File: config.mk
export PLATFORM = sky130hd
export DESIGN_NAME = fetch_ctrl
export DESIGN_NICKNAME = d
export VERILOG_FILES = /design/src/rtl/fetch_ctrl.sv
export SDC_FILE = /design/constraint.sdc
export NUM_CORES = 1
export LEC_CHECK = 0
export BUFFER_PORTS_ARGS = -buffer_cell sky130_fd_sc_hd__buf_2
export CORE_MARGIN = 2
export CORE_UTILIZATION = 35
export CTS_BUF_LIST = sky130_fd_sc_hd__clkbuf_8
export DETAILED_ROUTE_END_ITERATION = 16
export PLACE_DENSITY = 0.71
export SETUP_SLACK_MARGIN = 0.05
export SKIP_CTS_REPAIR_TIMING = 1
export SLEW_MARGIN = 15
export SYNTH_ARGS = -nofsm -noshare
export SYNTH_HDL_FRONTEND = slang
export SYNTH_SLANG_ARGS = --single-unit
File: constraint.sdc
create_clock -name clock -period 3.1 [get_ports clock]
set_input_delay 0.62 -clock clock [delete_from_list [all_inputs] [get_ports clock]]
set_output_delay 0.62 -clock clock [all_outputs]
set_load 0.05 [all_outputs]
File: src/rtl/fetch_ctrl.sv
// fetch_ctrl: fetch-stage sequencer with imem handshake, one-word stall buffer and redirect drop.
// Define FETCH_CTRL_PERF_EN to add the fetchCount/stallCount performance counters.
module fetch_ctrl #(
  parameter logic [31:0] NOP_INST = 32'hE1A0_0000
) (
  input  logic        clock,
  input  logic        rst,
  input  logic        stallF,
  input  logic        redirect,
  input  logic        imemAck,
  input  logic [31:0] imemRdata,
  output logic        imemReq,
  output logic        pcEnable,
  output logic        pipeEnable,
  output logic [31:0] instPipeIn,
  output logic        instValid
`ifdef FETCH_CTRL_PERF_EN
  ,
  output logic [31:0] fetchCount,
  output logic [31:0] stallCount
`endif
);
  typedef enum logic [1:0] {IDLE, REQ, HOLD, DROP} state_t;
  state_t      r_state, w_next;
  logic [31:0] r_buf, w_buf;
  always_comb begin
    w_next     = r_state;
    w_buf      = r_buf;
    imemReq    = 1'b0;
    pcEnable   = 1'b0;
    pipeEnable = 1'b0;
    instPipeIn = NOP_INST;
    instValid  = 1'b0;
    case (r_state)
      IDLE: w_next = REQ;
      REQ: begin
        imemReq = 1'b1;
        if (redirect) begin
          pcEnable   = 1'b1;
          pipeEnable = 1'b1;
          w_next     = imemAck ? REQ : DROP;
        end else if (imemAck && stallF) begin
          w_buf  = imemRdata;
          w_next = HOLD;
        end else if (imemAck) begin
          pcEnable   = 1'b1;
          pipeEnable = 1'b1;
          instPipeIn = imemRdata;
          instValid  = 1'b1;
        end else
          pipeEnable = !stallF;
      end
      HOLD: begin
        if (redirect || !stallF) begin
          pcEnable   = 1'b1;
          pipeEnable = 1'b1;
          instPipeIn = redirect ? NOP_INST : r_buf;
          instValid  = !redirect;
          w_buf      = NOP_INST;
          w_next     = REQ;
        end
      end
      default: begin
        // keep the stale request up until memory acks it; PC may still move on redirect
        imemReq    = 1'b1;
        pcEnable   = redirect;
        pipeEnable = redirect || !stallF;
        w_next     = imemAck ? REQ : DROP;
      end
    endcase
  end
  always_ff @(posedge clock or posedge rst) begin
    if (rst) begin
      r_state <= IDLE;
      r_buf   <= NOP_INST;
    end else begin
      r_state <= w_next;
      r_buf   <= w_buf;
    end
  end
`ifdef FETCH_CTRL_PERF_EN
  always_ff @(posedge clock or posedge rst) begin
    if (rst) begin
      fetchCount <= '0;
      stallCount <= '0;
    end else begin
      fetchCount <= fetchCount + {31'd0, instValid && pipeEnable};
      stallCount <= stallCount + {31'd0, !pcEnable && r_state != IDLE};
    end
  end
`endif
endmodule

==> results of run 1 <==
stage by stage:
stage	std cells	power, mW	instance area, um^2	hold WS [ps]
after floorplan	230	1.924	2213	452.4
after global placement	357	2.202	2567	464.7
after detailed placement	357	2.229	2567	469.8
after CTS	365	2.572	2663	443.0
after global routing	365	2.721	2665	462.4
final	365	2.547	2665	433.1
registers in the layout, summed over array words and instances, names as in the netlist:
signal   cells
r_buf       32
r_state      2
final timing paths:
check                           slack, ps             to  cells after the start  startpoint
worst min register to register        480      r_buf[30]                      2   r_buf[30]
worst min-delay path                  430      r_buf[14]                      3         rst
min in group clock                    480      r_buf[30]                      2   r_buf[30]
max in group asynchronous            2320      r_buf[23]                      3         rst
worst max-delay path                  180  instPipeIn[4]                      7  r_state[1]
worst max register to register        550       r_buf[2]                      5  r_state[1]
kinds of logic after synthesis:
| logic type | after synthesis | synth area share, % |
|---|---|---|
| buffers and inverters | 37 | 8.423 |
| AND/OR/NAND/NOR | 75 | 23.46 |
| flip-flops | 34 | 38.78 |
| adder cells (fa/ha/maj) | 4 | 2.261 |
| AO/OA/AOI/OAI | 78 | 26.17 |
| multiplexers | 2 | 0.9045 |
metal layers:
| layer | wire (um) | vias to the layer above | track usage [%] |
|---|---|---|---|
| met5 | 0 | - | 0 |
| met4 | 99 | 0 | 4.839 |
| met3 | 233 | 8 | 3.066 |
| li1 | - | 969 | - |
| met2 | 2580 | 54 | 25.73 |
| met1 | 2455 | 935 | 19.84 |
placed cells by master (no fill, tap or decap), types with 2 or more instances in the layout:
cell type  count
buf_2         72
dfrtp_1       28
nor2b_1       27
nor3b_1       26
a22oi_1       26
a31o_1        24
o21ai_0       14
inv_1         11
nand3_1        6
nor3_1         6
a31oi_1        6
clkbuf_8       6
buf_4          6
dfstp_2        6
ha_1           3
nor2_1         2
o22a_1         2
mux2i_1        2
a31o_2         2
area by class of cell:
type	count	area [um^2]	area share, %
Clock inverter	2	12.51	0.4695
Tap cell	75	93.84	3.521
Clock buffer	6	82.58	3.099
Sequential cell	34	858.3	32.21
Timing Repair Buffer	78	405.4	15.21
Multi-Input combinational cell	159	1171	43.94
Inverter	11	41.29	1.549
power groups by stage:
stage          Clock, mW  Combinational [mW]  Sequential (mW)
6_report           0.337                1.41            0.803
5_1_grt            0.365                1.52            0.831
4_1_cts            0.349                1.42            0.802
3_5_place_dp           0                1.42            0.810
3_3_place_gp           0                1.40            0.806
2_1_floorplan          0                1.15            0.773
critical path, delay by kind of cell, from the launching register on:
kind | cells | cell delay, ps
fa+ha+maj | 1 | 330
buf+inv | 3 | 700
simple gates | 2 | 490
compound gates | 1 | 120
flops | 1 | 400
==> impl_results.md, run 1 <==
* Area Growth Syn to Fin at 20.41%
* Max-cap viol count at 0
* Avg WL per Cell at 14.71 um
* IO Pins at 73
* Final setup margin at 176.1 ps
* Final TNS setup at 0 ps
* P per Cell Area at 955.6 nW/um^2
* Post-Route Utilization at 44.23%
* Most frequent cell after synthesis: dfrtp_1
* Final setup viols at 0
* Number of nets with antenna violations after routing at 0
* Area leader, netlist: dfrtp_1
* Largest net degree at the start of global routing at 45
* Ranking of synthesized cells by area: dfrtp_1 (32%), a31o_1 (9.5%), a22oi_1 (8.8%)
* Dpl ws at 373.8 ps
* # DRC at 0
* Ys Warns at 0
* CP max stage delay at 400 ps
* Overall routing resource usage at 15.31%
* P_leak at 1.203 nW
* Antenna fix cells at 0
* Least-Margin Pin Slew at 1072 ps
* H-Tree Depth at 2
* Hold crit path type: in2async
* Post-synth EDFFs at 0
* Initial antenna violation count at 0
* Slew Limit Fails at 0
* Register bit total from synthesis at 34
* Peak supply drop at 0.0004857 V
* Die area at 6976 um^2
* Syn nets at 271
* Die W at 83.53 um
* CTS sink count at 34
* CP max FO at 27
* Num rows at 28
* Post-synth top area share at 31.66%
* Final hold vios at 0
* Initial DRC count at 130
* CP Cell Sequence: inv_1 > ha_2 > and4bb_2 > buf_4 > a22oi_1 > nor2b_1 > buf_2
* Die height at 83.53 um
* Critical path type: reg2out
* Clock transition at path regs at 80 ps
* Inserted Clock Buffers at 5
* Post-Route WL at 5.368 mm
* Via count at 1,966
* NumNets Final at 330
* Clock power frac at 13.2%
* Reg power frac at 31.5%
* Post-synth top flop: dfrtp_1
* Critical Path RT at 2480 ps
* Crit. End Element: output port
* FILL cells at 605
* Vias in the first global route at 1,890
* Startpoint class of the critical path: register
* Seq/Total Area, Yosys at 38.78%
* Max clock buf depth at 2
* Status: finished clean
* Synthesized area at 2213 um^2
* Input/output buffers at 72
* Most frequent cells after synthesis: dfrtp_1 (28), nor2b_1 (27), a22oi_1 (26), nor3b_1 (26), a31o_1 (24)
* Switching pwr at 1.202 mW
* Crit path time final at 2924 ps
* Data arrival, critical path at 2300 ps
* RSZ-0062 raised after global routing: no
* Post-synth ARST share at 100.0%
* Hpwl dp at 3.578 mm
* Routability cong. at 0.7909
* Sw frac at 47.20%
* Worst-Skew Late Latency at 280 ps
* CORE AREA at 6026 um^2
* Synth Area per Inst at 9.623 um^2
* Logic gate share of total power at 55.2%
* GRT overflow at 0
* Internal cell power at 1.345 mW
* Via density per instance at 5.386
* Post-synthesis cell type count at 32
* CTS Root Cell: clkbuf_8
* Clk_skew at 11.16 ps
* Max_slew headroom at 28.55%
* CTS tree: built
* Share of cells above drive strength 1 at 34.48%
* DR pass1 iterations at 4
* Cells after Synth at 230
* FMAX at 0.3420 GHz
* Starting Density at 36.73%
* CP max-delay cell: dfrtp_1
* First-pass GRT wire length at 8.990 mm
* Post-route clock period utilization at 94.32%
Note: power is estimated with default switching activity, not from simulation.
==> run 2, diff against run 1 <==
==> constraint.sdc (replaced) <==
create_clock -name clock -period 3.6 [get_ports clock]
set_input_delay 0.72 -clock clock [delete_from_list [all_inputs] [get_ports clock]]
set_output_delay 0.72 -clock clock [all_outputs]
set_load 0.05 [all_outputs]
==> run 2 against run 1 <==
Against the previous run: worst setup slack better by 180 ps; clock skew shrank 3.5 ps; sequential power decreased by 14%; total power is 14% lower; via count decreased by 1.1%; count of clock-buffer cells in the layout is the same; sequential cell count did not move; critical path depth is 1 lower; die area did not move; combinational power is 15% lower; global-route usage is 0.082 points higher; critical endpoint is now instPipeIn[2]; highest routed layer unchanged.
==> impl_results.md, run 2 (synthesis results as in run 1) <==
* Status: finished clean
* Via count at 1,945
* Commonest non-fill, non-tap cell in the layout: buf_2
* Hold Path Cell Cnt at 2
* Dpl ws at 647.8 ps
* CTS Root Cell: clkbuf_8
* Worst reg-to-reg path cell count at 5
* Startpoint class of the critical path: register
* FMAX at 0.3080 GHz
* Overall routing resource usage at 15.39%
* Fin area at 2644 um^2
* Hpwl dp at 3.648 mm
* Input/output buffers at 72
* Placed cell count at 355
* Crit. End Element: output port
* Die area at 6976 um^2
* CP max stage delay at 680 ps
* Number of nets with antenna violations after routing at 0
* Final TNS setup at 0 ps
* Met3 wire len at 226 um
* Die W at 83.53 um
* NumNets Final at 328
* Inserted Clock Buffers at 5
* CP Cell Sequence: inv_1 > ha_1 > and4bb_2 > a22oi_1 > nor2b_1 > buf_2
* Clock power frac at 13.0%
* Vias in the first global route at 1,895
* Reg2reg setup slack at 810 ps
* Max_slew headroom at 24.84%
* IO Pins at 73
* WHS Endpoint: r_buf[30]
* Reg power frac at 31.8%
* Max reg flops at 32
* Final setup viols at 0
* Logic gate share of total power at 55.2%
* Cell family with most CP delay: simple AND/OR/NAND/NOR gates
* Clk_skew at 7.681 ps
* Internal cell power at 1.145 mW
* Share of cells above drive strength 1 at 33.33%
* RSZ-0062 raised after global routing: no
* GRT overflow at 0
* # DRC at 0
* P_leak at 1.199 nW
* Least-Margin Pin Slew at 1127 ps
* Critical path type: reg2out
* Post-route clock period utilization at 90.19%
* First-pass GRT wire length at 8.970 mm
* WL met1 at 2.552 mm
* Avg WL per Cell at 14.87 um
* Hold crit path type: reg2reg
* Top reg by flops: r_buf
* Max Used Layer: met4
* Antenna fix cells at 0
* CORE AREA at 6026 um^2
* Post-Route WL at 5.397 mm
* Data arrival, critical path at 2530 ps
* Buf/Inv on CP at 2
* Crit path time final at 3247 ps
* Largest net degree at the start of global routing at 45
* CP max-delay cell: and4bb_2
* CTS tree: built
* Worst R2R Start: r_state[1]
* Worst-Skew Late Latency at 280 ps
* DR pass1 iterations at 4
* Via density per instance at 5.358
* Area Growth Syn to Fin at 19.45%
* Initial DRC count at 116
* Critical Path RT at 2880 ps
* H-Tree Depth at 2
* Placed instance area at 2552 um^2
* Initial antenna violation count at 0
* Switching pwr at 1.033 mW
* Sw frac at 47.44%
* Slew Limit Fails at 0
* Most frequent cells in the layout: buf_2 (72), dfrtp_1 (28), nor2b_1 (27)
* Clock transition at path regs at 70 ps
* Met2 wire len at 2.545 mm
* Die height at 83.53 um
* CP max FO at 27
* Max-cap viol count at 0
* CTS sink count at 34
* Max clock buf depth at 2
* Final setup margin at 353.0 ps
* FILL cells at 602
* R2r endpoint: r_buf[1]
* Final hold vios at 0
* Num rows at 28
* Peak supply drop at 0.0004626 V
* P per Cell Area at 823.8 nW/um^2
* Routability cong. at 0.8011
* Starting Density at 36.73%
* Top Registers: r_buf: 32 flops, r_state: 2 flops
* Cell Count, Final, Fillers Out at 363
* Hold_sp: r_buf[30]
run 2: cell types whose count changed in the layout (fill, tap and decap cells not counted), sizes merged:
| cell | change |
|---|---|
| buf | -2 |
| clkinvlp | -1 |
| inv | +1 |
run 2: stage by stage:
step / util [%] / power, mW / hold slack [ps]
after floorplan: - / 1.657 / 452.4
after global placement: 42.36 / 1.882 / 466.0
after detailed placement: 42.36 / 1.909 / 467.4
after CTS: 43.87 / 2.197 / 478.3
after global routing: 43.87 / 2.318 / 489.1
final: 43.87 / 2.178 / 478.3
run 2: power by group through the flow:
stage	registers [mW]	logic, mW	clock network, mW
after CTS	0.690	1.21	0.292
after detailed placement	0.698	1.21	0
final	0.692	1.20	0.284
after global routing	0.712	1.30	0.308
after floorplan	0.666	0.991	0
after global placement	0.691	1.19	0
run 2: worst max-delay path by stage:
stage,startpoint,slack (ps),end,cells after the start
2_1_floorplan,redirect,650,instPipeIn[10],6
3_3_place_gp,redirect,690,instPipeIn[4],5
3_5_place_dp,r_state[1],650,instPipeIn[2],6
4_1_cts,r_state[1],330,instPipeIn[2],6
5_1_grt,r_state[1],180,instPipeIn[3],6
6_report,r_state[1],350,instPipeIn[2],6
run 2: metal layers:
layer / global-route usage, % / up-vias
li1: - / 959
met1: 20.31 / 931
met2: 24.93 / 50
met3: 2.868 / 5
met4: 6.158 / 0
met5: 0 / -
run 2: worst reg2reg max path: stages (launching register included):
cell and delay (ps):
dfrtp_1 400, inv_1 100, ha_1 450, nand4b_4 490, or2_1 820, a31o_2 420
run 2: area by class of cell:
cell class                      instances  area (um^2)  share of cell area (%)
Multi-Input combinational cell        159         1169                   44.20
Sequential cell                        34        858.3                   32.47
Timing Repair Buffer                   76        390.4                   14.77
Tap cell                               75        93.84                   3.549
Clock buffer                            6        82.58                   3.124
Inverter                               11        41.29                   1.562
Clock inverter                          2        8.758                  0.3313
==> run 3, diff against run 2 <==
--- a/config.mk
+++ b/config.mk
@@ -10,7 +10,9 @@
 export CORE_UTILIZATION = 35
 export CTS_BUF_LIST = sky130_fd_sc_hd__clkbuf_8
 export DETAILED_ROUTE_END_ITERATION = 16
+export GPL_TIMING_DRIVEN = 0
 export PLACE_DENSITY = 0.71
+export REMOVE_ABC_BUFFERS = 1
 export SETUP_SLACK_MARGIN = 0.05
 export SKIP_CTS_REPAIR_TIMING = 1
 export SLEW_MARGIN = 15
==> run 3 against run 2 <==
Against the previous run: total power is 1.7% higher; critical path depth unchanged; via count up 1.5%; maximum frequency down 0.67%; critical path type unchanged; critical endpoint is now instPipeIn[13].
==> impl_results.md, run 3 (synthesis results as in run 1) <==
* GRT overflow at 0
* DR pass1 iterations at 5
* Final total power at 2.215 mW
* Hpwl dp at 3.463 mm
* Final setup viols at 0
* Routability cong. at 0.7168
* Reg power frac at 31.1%
* Avg WL per Cell at 15.14 um
* Hold crit path type: reg2reg
* H-Tree Depth at 2
* Clock power frac at 12.8%
* Placed instance area at 2567 um^2
* CORE AREA at 6026 um^2
* Cell Count, Final, Fillers Out at 363
* Die height at 83.53 um
* FILL cells at 597
* Logic gate share of total power at 56.1%
* Worst setup startpoint: r_state[1]
* Initial DRC count at 126
* Crit. End Element: output port
* Worst R2R Start: r_state[1]
* Clock transition at path regs at 70 ps
* CP Cell Sequence: inv_1 > ha_1 > and4bb_2 > a22oi_1 > nor2b_1 > buf_2
* Via density per instance at 5.441
* Antenna fix cells at 0
* Clk_skew at 3.678 ps
* Peak supply drop at 0.0006566 V
* First-pass GRT wire length at 9.239 mm
* Critical path type: reg2out
* Die W at 83.53 um
* Vias in the first global route at 1,876
* Final setup margin at 331.2 ps
* Data arrival, critical path at 2550 ps
* CTS tree: built
* P per Cell Area at 822.2 nW/um^2
* Number of nets with antenna violations after routing at 0
* Startpoint class of the critical path: register
* Buf/Inv on CP at 2
* Inserted Clock Buffers at 5
* Max clock buf depth at 2
* Fin area at 2694 um^2
* Crit path time final at 3269 ps
* Max-cap viol count at 0
* Top reg by flops: r_buf
* Post-Route WL at 5.497 mm
* Overall routing resource usage at 15.97%
* Switching pwr at 1.042 mW
* Post-route clock period utilization at 90.80%
* # DRC at 0
* Dpl ws at 208.7 ps
* FMAX at 0.3059 GHz
* CP max stage delay at 730 ps
* Sw frac at 47.03%
* Area Growth Syn to Fin at 21.71%
* Critical Path RT at 2880 ps
* CP max FO at 27
* Num rows at 28
* CP max-delay cell: and4bb_2
* Hold_sp: r_buf[31]
* RSZ-0062 raised after global routing: no
* CTS Root Cell: clkbuf_8
* Worst-Skew Late Latency at 280 ps
* Largest net degree at the start of global routing at 35
* Max reg flops at 32
* Fin Hold WS at 476.0 ps
* Status: finished clean
* Cell family with most CP delay: simple AND/OR/NAND/NOR gates
* Top Registers: r_buf: 32 flops, r_state: 2 flops
* Register area at 858.3 um^2
* IO Pins at 73
* Input/output buffers at 72
* Starting Density at 36.73%
* Final TNS setup at 0 ps
* Via count at 1,975
* Commonest non-fill, non-tap cell in the layout: buf_2
* Most frequent cells in the layout: buf_2 (72), dfrtp_1 (28), nor2b_1 (27)
* Share of cells above drive strength 1 at 34.38%
* P_leak at 1.212 nW
* NumNets Final at 328
* Max_slew headroom at 44.08%
* Initial antenna violation count at 0
* Die area at 6976 um^2
* CTS sink count at 34
* Final hold vios at 0
* Post-Route Utilization at 44.71%
* Least-Margin Pin Slew at 838.7 ps
* Slew Limit Fails at 0
* Internal cell power at 1.173 mW
* Placed cell count at 353
* Multi-input logic area at 1171 um^2
-- run 3: power by group through the flow --
stage | clock network [mW] | registers, mW | logic [mW]
6_report | 0.283 | 0.689 | 1.24
3_3_place_gp | 0 | 0.682 | 1.19
4_1_cts | 0.296 | 0.686 | 1.25
3_5_place_dp | 0 | 0.693 | 1.24
5_1_grt | 0.316 | 0.711 | 1.35
2_1_floorplan | 0 | 0.666 | 0.941
-- run 3: worst paths after layout --
kind                       slack (ps)  depth (start not counted)              to
min reg2reg                       480                          2       r_buf[31]
min in group asynchronous         560                          2       r_buf[20]
max                               330                          6  instPipeIn[13]
max reg2reg                       940                          5        r_buf[2]
min                               480                          2       r_buf[31]
max in group asynchronous        2570                          2      r_state[1]
-- run 3: worst register-to-register path: stages (launching register included) --
cell and delay [ps]:
dfrtp_1 400, inv_1 100, ha_1 440, nand4b_4 510
or2_2 750, a31o_2 330
-- run 3: layout make-up --
class | instances | share of cell area [%]
clock buffers | 6 | 3.065
clock inverters | 2 | 0.3251
inverters | 11 | 1.533
multi-input cells | 159 | 43.47
flip-flops and latches | 34 | 31.86
well taps | 75 | 3.484
repair buffers | 76 | 16.26
-- run 3: per-layer routing --
layer	vias to the layer above	track usage [%]	part of all wire (%)
li1	964	-	-
met2	61	25.51	46
met5	-	0	0
met3	2	2.374	5.0
met4	0	6.012	0.40
met1	948	21.95	49
